===== config.mk =====
export PLATFORM = sky130hd
export DESIGN_NAME = uart_tx_engine
export DESIGN_NICKNAME = d
export VERILOG_FILES = /design/src/rtl/uart_tx_engine.sv
export SDC_FILE = /design/constraint.sdc
export NUM_CORES = 1
export LEC_CHECK = 0
export ABC_AREA = 1
export CAP_MARGIN = 20
export CORE_MARGIN = 2
export CORE_UTILIZATION = 50
export CTS_BUF_LIST = sky130_fd_sc_hd__clkbuf_16
export CTS_CLUSTER_SIZE = 12
export DETAILED_ROUTE_END_ITERATION = 10
export PLACE_DENSITY = 0.76
export REMOVE_ABC_BUFFERS = 1
export SYNTH_ARGS = -nofsm -noshare
export SYNTH_HDL_FRONTEND = slang
export SYNTH_SLANG_ARGS = --single-unit

===== constraint.sdc =====
create_clock -name clk -period 2.65 [get_ports clk]
set_input_delay 0.795 -clock clk [delete_from_list [all_inputs] [get_ports clk]]
set_output_delay 0.795 -clock clk [all_outputs]
set_load 0.1 [all_outputs]

===== src/rtl/uart_tx_engine.sv =====
// uart_tx_engine
// ---------------------------------------------------------------------------
// UART transmit serializer. Pops bytes from the TX FIFO read port and shifts
// them onto the serial line as start bit, DATA_WIDTH data bits (LSB first),
// an optional parity bit and STOP_BITS stop bits. Single clock domain.
//
// Ports:
//   clk         in   clock (FIFO read clock)
//   rst         in   synchronous active-high reset
//   tx_en       in   allows new frames to start; a running frame always ends
//   fifo_empty  in   FIFO empty flag
//   fifo_rd_en  out  one-cycle FIFO read strobe per byte
//   fifo_rdata  in   FIFO read data, valid the cycle after fifo_rd_en
//   tx          out  serial line, idles high
//   busy        out  high while a frame is being fetched or sent
//   tx_done     out  one-cycle pulse on the last stop-bit cycle
//
// All outputs are registered from the current state, so they trail the
// internal state by one clock. The byte itself comes back from the FIFO one
// cycle after the registered strobe, which lands on the first START cycle;
// that is where the shift register and parity are loaded.
// ---------------------------------------------------------------------------
module uart_tx_engine #(
  parameter int DATA_WIDTH   = 8,
  parameter int CLKS_PER_BIT = 16,
  parameter int PARITY_EN    = 0,
  parameter int PARITY_ODD   = 0,
  parameter int STOP_BITS    = 1
) (
  input  logic                  clk,
  input  logic                  rst,
  input  logic                  tx_en,
  input  logic                  fifo_empty,
  output logic                  fifo_rd_en,
  input  logic [DATA_WIDTH-1:0] fifo_rdata,
  output logic                  tx,
  output logic                  busy,
  output logic                  tx_done
);

  localparam int BAUD_W = $clog2(CLKS_PER_BIT);
  localparam int BIT_W  = (DATA_WIDTH > 1) ? $clog2(DATA_WIDTH) : 1;

  localparam logic [BAUD_W-1:0] BAUD_LAST = BAUD_W'(CLKS_PER_BIT - 1);
  localparam logic [BIT_W-1:0]  DATA_LAST = BIT_W'(DATA_WIDTH - 1);
  localparam logic [BIT_W-1:0]  STOP_LAST = BIT_W'(STOP_BITS - 1);
  localparam logic              PAR_ODD   = (PARITY_ODD != 0);

  localparam logic [2:0] S_IDLE   = 3'd0;
  localparam logic [2:0] S_FETCH  = 3'd1;
  localparam logic [2:0] S_LOAD   = 3'd2;
  localparam logic [2:0] S_START  = 3'd3;
  localparam logic [2:0] S_DATA   = 3'd4;
  localparam logic [2:0] S_PARITY = 3'd5;
  localparam logic [2:0] S_STOP   = 3'd6;

  logic [2:0]            r_state;
  logic [2:0]            w_state_next;
  logic [BAUD_W-1:0]     r_baud;
  logic [BIT_W-1:0]      r_bit;
  logic [DATA_WIDTH-1:0] r_shift;
  logic                  r_parity;
  logic                  r_tx;
  logic                  r_rd_en;
  logic                  r_busy;
  logic                  r_done;

  logic w_go;
  logic w_baud_last;
  logic w_data_last;
  logic w_stop_last;
  logic w_timed;

  assign w_go        = tx_en && !fifo_empty;
  assign w_baud_last = (r_baud == BAUD_LAST);
  assign w_data_last = w_baud_last && (r_bit == DATA_LAST);
  // Stop phase reuses the bit counter to count stop bits.
  assign w_stop_last = w_baud_last && (r_bit == STOP_LAST);
  assign w_timed     = (r_state == S_START) || (r_state == S_DATA) ||
                       (r_state == S_PARITY) || (r_state == S_STOP);

  always_comb begin
    w_state_next = r_state;
    case (r_state)
      S_IDLE:   if (w_go) w_state_next = S_FETCH;
      S_FETCH:  w_state_next = S_LOAD;
      S_LOAD:   w_state_next = S_START;
      S_START:  if (w_baud_last) w_state_next = S_DATA;
      S_DATA:   if (w_data_last) w_state_next = (PARITY_EN != 0) ? S_PARITY : S_STOP;
      S_PARITY: if (w_baud_last) w_state_next = S_STOP;
      S_STOP:   if (w_stop_last) w_state_next = w_go ? S_FETCH : S_IDLE;
      default:  w_state_next = S_IDLE;
    endcase
  end

  always_ff @(posedge clk) begin
    if (rst) begin
      r_state  <= S_IDLE;
      r_baud   <= '0;
      r_bit    <= '0;
      r_shift  <= '0;
      r_parity <= 1'b0;
      r_tx     <= 1'b1;
      r_rd_en  <= 1'b0;
      r_busy   <= 1'b0;
      r_done   <= 1'b0;
    end else begin
      r_state <= w_state_next;

      if ((w_state_next != r_state) || w_baud_last)
        r_baud <= '0;
      else if (w_timed)
        r_baud <= r_baud + BAUD_W'(1);

      if (w_state_next != r_state)
        r_bit <= '0;
      else if (w_baud_last && ((r_state == S_DATA) || (r_state == S_STOP)))
        r_bit <= r_bit + BIT_W'(1);

      // Read data returns on the first START cycle; this is the only place
      // fifo_rdata is looked at, so later changes cannot disturb the frame.
      if ((r_state == S_START) && (r_baud == '0)) begin
        r_shift  <= fifo_rdata;
        r_parity <= (^fifo_rdata) ^ PAR_ODD;
      end else if ((r_state == S_DATA) && w_baud_last) begin
        r_shift <= r_shift >> 1;
      end

      case (r_state)
        S_START:  r_tx <= 1'b0;
        S_DATA:   r_tx <= r_shift[0];
        S_PARITY: r_tx <= r_parity;
        default:  r_tx <= 1'b1;
      endcase

      r_rd_en <= (r_state == S_FETCH);
      r_busy  <= (r_state != S_IDLE);
      r_done  <= (r_state == S_STOP) && w_stop_last;
    end
  end

  assign tx         = r_tx;
  assign fifo_rd_en = r_rd_en;
  assign busy       = r_busy;
  assign tx_done    = r_done;

endmodule


Yosys cells after proc, flatten, opt, wreduce, memory -nomap -nowiden:

Cells that the tools add are included.

* add/sub/neg operators: 2
* equal/unequal tests: 9
* muxes and demuxes: 10
* reduce and logical (&&, ||, !) cells: 21

Operator list (count)
* one-hot mux 3 bit (7 select lines): 1
* 2-to-1 mux 8 bit: 2
* 2-to-1 mux 3 bit: 5
* equality test 3 bit, second input constant: 4
* parity 8 bit: 1
* logical AND 1 bit: 7
* equality test 3 x 2 -> 1 bit, second input constant: 2
* logical NOT 3 bit: 2
* logical OR 1 bit: 5
* adder 4 x 1 -> 4 bit, second input constant: 1
* equality test 4 bit, second input constant: 1
* logical NOT 4 bit: 1
* OR reduction 2 bit: 2
* adder 3 x 1 -> 3 bit, second input constant: 1
* equality test 3 x 1 -> 1 bit, second input constant: 1
* != test 3 bit: 1
* one-hot mux 1 bit (3 select lines): 1
* nonzero test 3 bit: 1
* nonzero test 2 bit: 1
* logical NOT 1 bit: 1
* 2-to-1 mux 1 bit: 1

* register bits after elaboration: 23
* input bits: 12
* output and inout port bits: 4
* logic and storage cells: 51

Logic depth before layout (Yosys ltp):

* depth after elaboration: 8
* depth in mapped cells: 13
* depth with buffers taken out: 13

Worst setup path before layout:

OpenSTA, ideal clock, no wires.

* path kind: reg-to-output
* start: register r_busy, in the netlist busy
* end: output port busy
* arrival time: 0.909 ns
* data required time: 1.855 ns
* setup slack: 0.946 ns
* cell stages (with the launch flop): 1
* buffers on the path: 0
* cell sequence: dfxtp_1

RTL lines
* start, declared: line 65 `logic r_busy;`
* start signal, assigned: line 137 `r_busy <= (r_state != S_IDLE);`
* end, declared: line 37 `output logic busy,`

No word-level cell between the ends.

Final worst setup path:

* start: input port fifo_rdata[2]
* end: register r_parity

* word-level cells in the longest chain between the ends: 1

RTL lines
* start, declared: line 35 `input logic [DATA_WIDTH-1:0] fifo_rdata,`
* parity 8 bit: line 124 `r_parity <= (^fifo_rdata) ^ PAR_ODD;`
* end signal, assigned: line 124
* end, declared: line 62 `logic r_parity;`

No other way between the ends.
A chain may end at the register's enable or synchronous reset.

==> out/results.tsv <==
metric	value	unit
postcts setup bufs	0	
CTS resizes	0	
flip-flop and latch area	460.4	um2
Fin. Hold Viols	0	
R2R setup slack	0.89	ns
Root Buffer	clkbuf_16	
Synth area leaders	dfxtp_1 (37%), nand2_1 (9.7%), nor2_1 (6.1%), inv_1 (5.5%), ha_1 (5.1%)	
Clock Latency Late Sink	0.26	ns
Core Rows	18	
synthesized area	0.001237	mm2
Syn Area/Cell	7.322	um2
Synth cell types	26	
initial antenna violation count	0	
Synth Area in XOR/XNOR	0.07786	
number of clock sinks	23	
LEAKAGE	0.5975	nW
simple-gate share of the synthesized area	0.3003	
fillers	218	
Synth Area in Compound Gates	0.1112	
largest net degree at the start of global routing	13	
Layout Nets	204	
number of global-route vias before repair	1029	
post-layout utilization of the core	0.6163	
fmax	544.4	MHz
cell-by-cell trace of the critical path	clkdlybuf4s50_1, xor2_1, xnor2_1, xnor2_1, o21ai_0, inv_1	
Worst Clk Skew	0.002745	ns
crit-path max cell delay	0.50	ns
Total Power	829.7	uW
Die Height	53.75	um
critical-path maximum fanout	2	
GRT overflow	0	
setup violators final	0	
TritonCTS Buffers	3	
post-DR wirelength/cell	11.50	um
outcome	completed	
Die ar.	0.002889	mm2
Core Box Area	0.002410	mm2
crit path kind	in2reg	
Multi-input gate area	678.2	um2
CP delay by family, top	buffers and inverters	
cell taking the most area after synthesis	dfxtp_1	
Synth Area in Adders	0.05056	
Total Wirelength	2484	um
top cells by count, synth	nand2_1 (32), dfxtp_1 (23), nor2_1 (20), inv_1 (18), o21ai_0 (10)	
CP bufs+invs	2	
crit path DAT	1.98	ns
Setup TNS	0	ns
CTS Hold Bufs	0	
TritonCTS clock tree	yes	
Reg-to-Reg End	r_shift[3]	
Min-Delay Startpoint	r_shift[3]	
Total GRT Usage	0.2037	
post-detail-place hpwl	1948	um
IO buf count	15	
PD cells	558.7	mW/mm2
Longest Clk Path Bufs	2	
post-synthesis sequential area ratio	0.3721	
fin. max-slew vios	0	
CTS H-tree lvls	1	
R2R depth	9	
most frequent cell after synthesis	nand2_1	
Main synth FF type	dfxtp_1	
post-synthesis async set-or-reset flop share	0	
CP most frequent cell	xnor2_1	
max-capacitance violation count	0	
multiplexer share of the synthesized area	0.008089	
fin crit period	1.837	ns
top cell type's share of synthesized area	0.3721	
die width	53.75	um
I/O Pins	16	
min-delay worst type	reg2reg	
first-pass GRT wire length	4222	um
crit start category	input port	
Synth Instances	169	
Pre-Repair DR Iteration Count	4	
Slew @ Worst Pin	0.4118	ns
global placer's final weighted congestion	0.7916	
RSZ-0062 raised after global routing	false	
Post-synth EDFFs	0	
Layout area overhead	20.02	%
YS warnings	0	
Hold Path Depth	2	
Peak VDD IR	0.0004873	V
Worst Path Required	2.80	ns
#FFs+latches synth	23	
1st-iter DRT viols	20	
Final period util	0.6932	
routed via count	1083	
RR Startpoint	r_baud[0]	
largest family of logic cells by synthesized area	simple AND/OR/NAND/NOR gates	
Slew headroom	0.7246	
Antenna Cells	0	
share of cells above drive strength 1	0.1505	
# DRC	0	
Initial Util	0.5135	
clock slew at reported path FFs	0.06	ns
Crit. End Element	register	
Critical-path top delay cell	clkdlybuf4s50_1	
Vias/cell	5.014	
antenna-violating nets left	0	
worst hold endpoint	r_shift[3]	
sequential cells by signal (all words and copies together), names as in the netlist:
signal	count
r_baud	4
r_parity	1
r_state	3
r_bit	3
busy	1
tx	1
tx_done	1
fifo_rd_en	1
r_shift	8
kinds of logic (layout without fill, tap and decap cells):
| family | count (synthesis) | count (layout) |
|---|---|---|
| fa+ha+maj | 5 | 5 |
| xor+xnor | 11 | 11 |
| buf+inv | 25 | 42 |
| mux | 1 | 1 |
| flops | 23 | 23 |
| compound gates | 24 | 24 |
| simple gates | 80 | 80 |
worst max path at each step:
stage	to	startpoint	cells past startpoint	slack (ns)
floorplan	busy	busy	0	0.95
global placement	r_parity	fifo_rdata[2]	6	0.64
detailed placement	r_parity	fifo_rdata[6]	6	0.52
CTS	r_parity	fifo_rdata[6]	6	0.77
global route	r_parity	fifo_rdata[6]	6	0.63
finish	r_parity	fifo_rdata[2]	6	0.81
stage by stage:
stage	instance area, um2	hold WS, ns	setup WS [ns]	cells
6_report	1485	0.4630	0.8131	216
5_1_grt	1485	0.4877	0.6306	216
4_1_cts	1485	0.4676	0.7730	216
3_5_place_dp	1406	0.4598	0.5190	212
3_3_place_gp	1406	0.4535	0.6369	212
2_1_floorplan	1221	0.4339	0.9460	166
placed cells by master (no fill, tap or decap), drive strengths merged:
| cell type | Yosys | routed |
|---|---|---|
| o221ai | 1 | 1 |
| xor2 | 5 | 5 |
| nand2 | 37 | 37 |
| dfxtp | 23 | 23 |
| nor3b | 2 | 2 |
| a21oi | 8 | 8 |
| nand3 | 10 | 10 |
| mux2i | 1 | 1 |
| nor2 | 27 | 27 |
| ha | 5 | 5 |
| o2111ai | 1 | 1 |
| nand4 | 1 | 1 |
| nor3 | 3 | 3 |
| a31oi | 2 | 2 |
| xnor2 | 6 | 6 |
| clkbuf | 1 | 3 |
| clkdlybuf4s50 | 0 | 11 |
| inv | 22 | 23 |
| a221oi | 1 | 1 |
| buf | 2 | 5 |
| o21ai | 11 | 11 |
per-layer routing:
metal  vias up  routed length [um]  GRT usage
met3         6                 111    0.03333
met1       482                1088     0.2226
li1        577                   -          -
met2        18                1227     0.3740
met5         -                   0          0
met4         0                  57     0.1026
final cells by class:
| cell class | count | area share |
|---|---|---|
| sequential | 23 | 0.3100 |
| clock buffer | 3 | 0.05055 |
| tap | 30 | 0.02527 |
| multi-input combinational | 121 | 0.4566 |
| inverter | 22 | 0.05560 |
| clock inverter | 1 | 0.002527 |
| timing repair buffer | 16 | 0.09941 |
where the power goes:
part / leakage, nW / internal [mW] / switching (mW)
logic: 0.369 / 0.0566 / 0.0928
registers: 0.186 / 0.357 / 0.00693
clock network: 0.0423 / 0.201 / 0.116
worst min-delay path: cells and delay by family (launching register included):
family             cells  cell delay, ns
DFF                    1            0.31
AOI/OAI and AO/OA      1            0.05
and+or+nand+nor        1            0.06
Note: power is estimated with default switching activity, not from simulation.
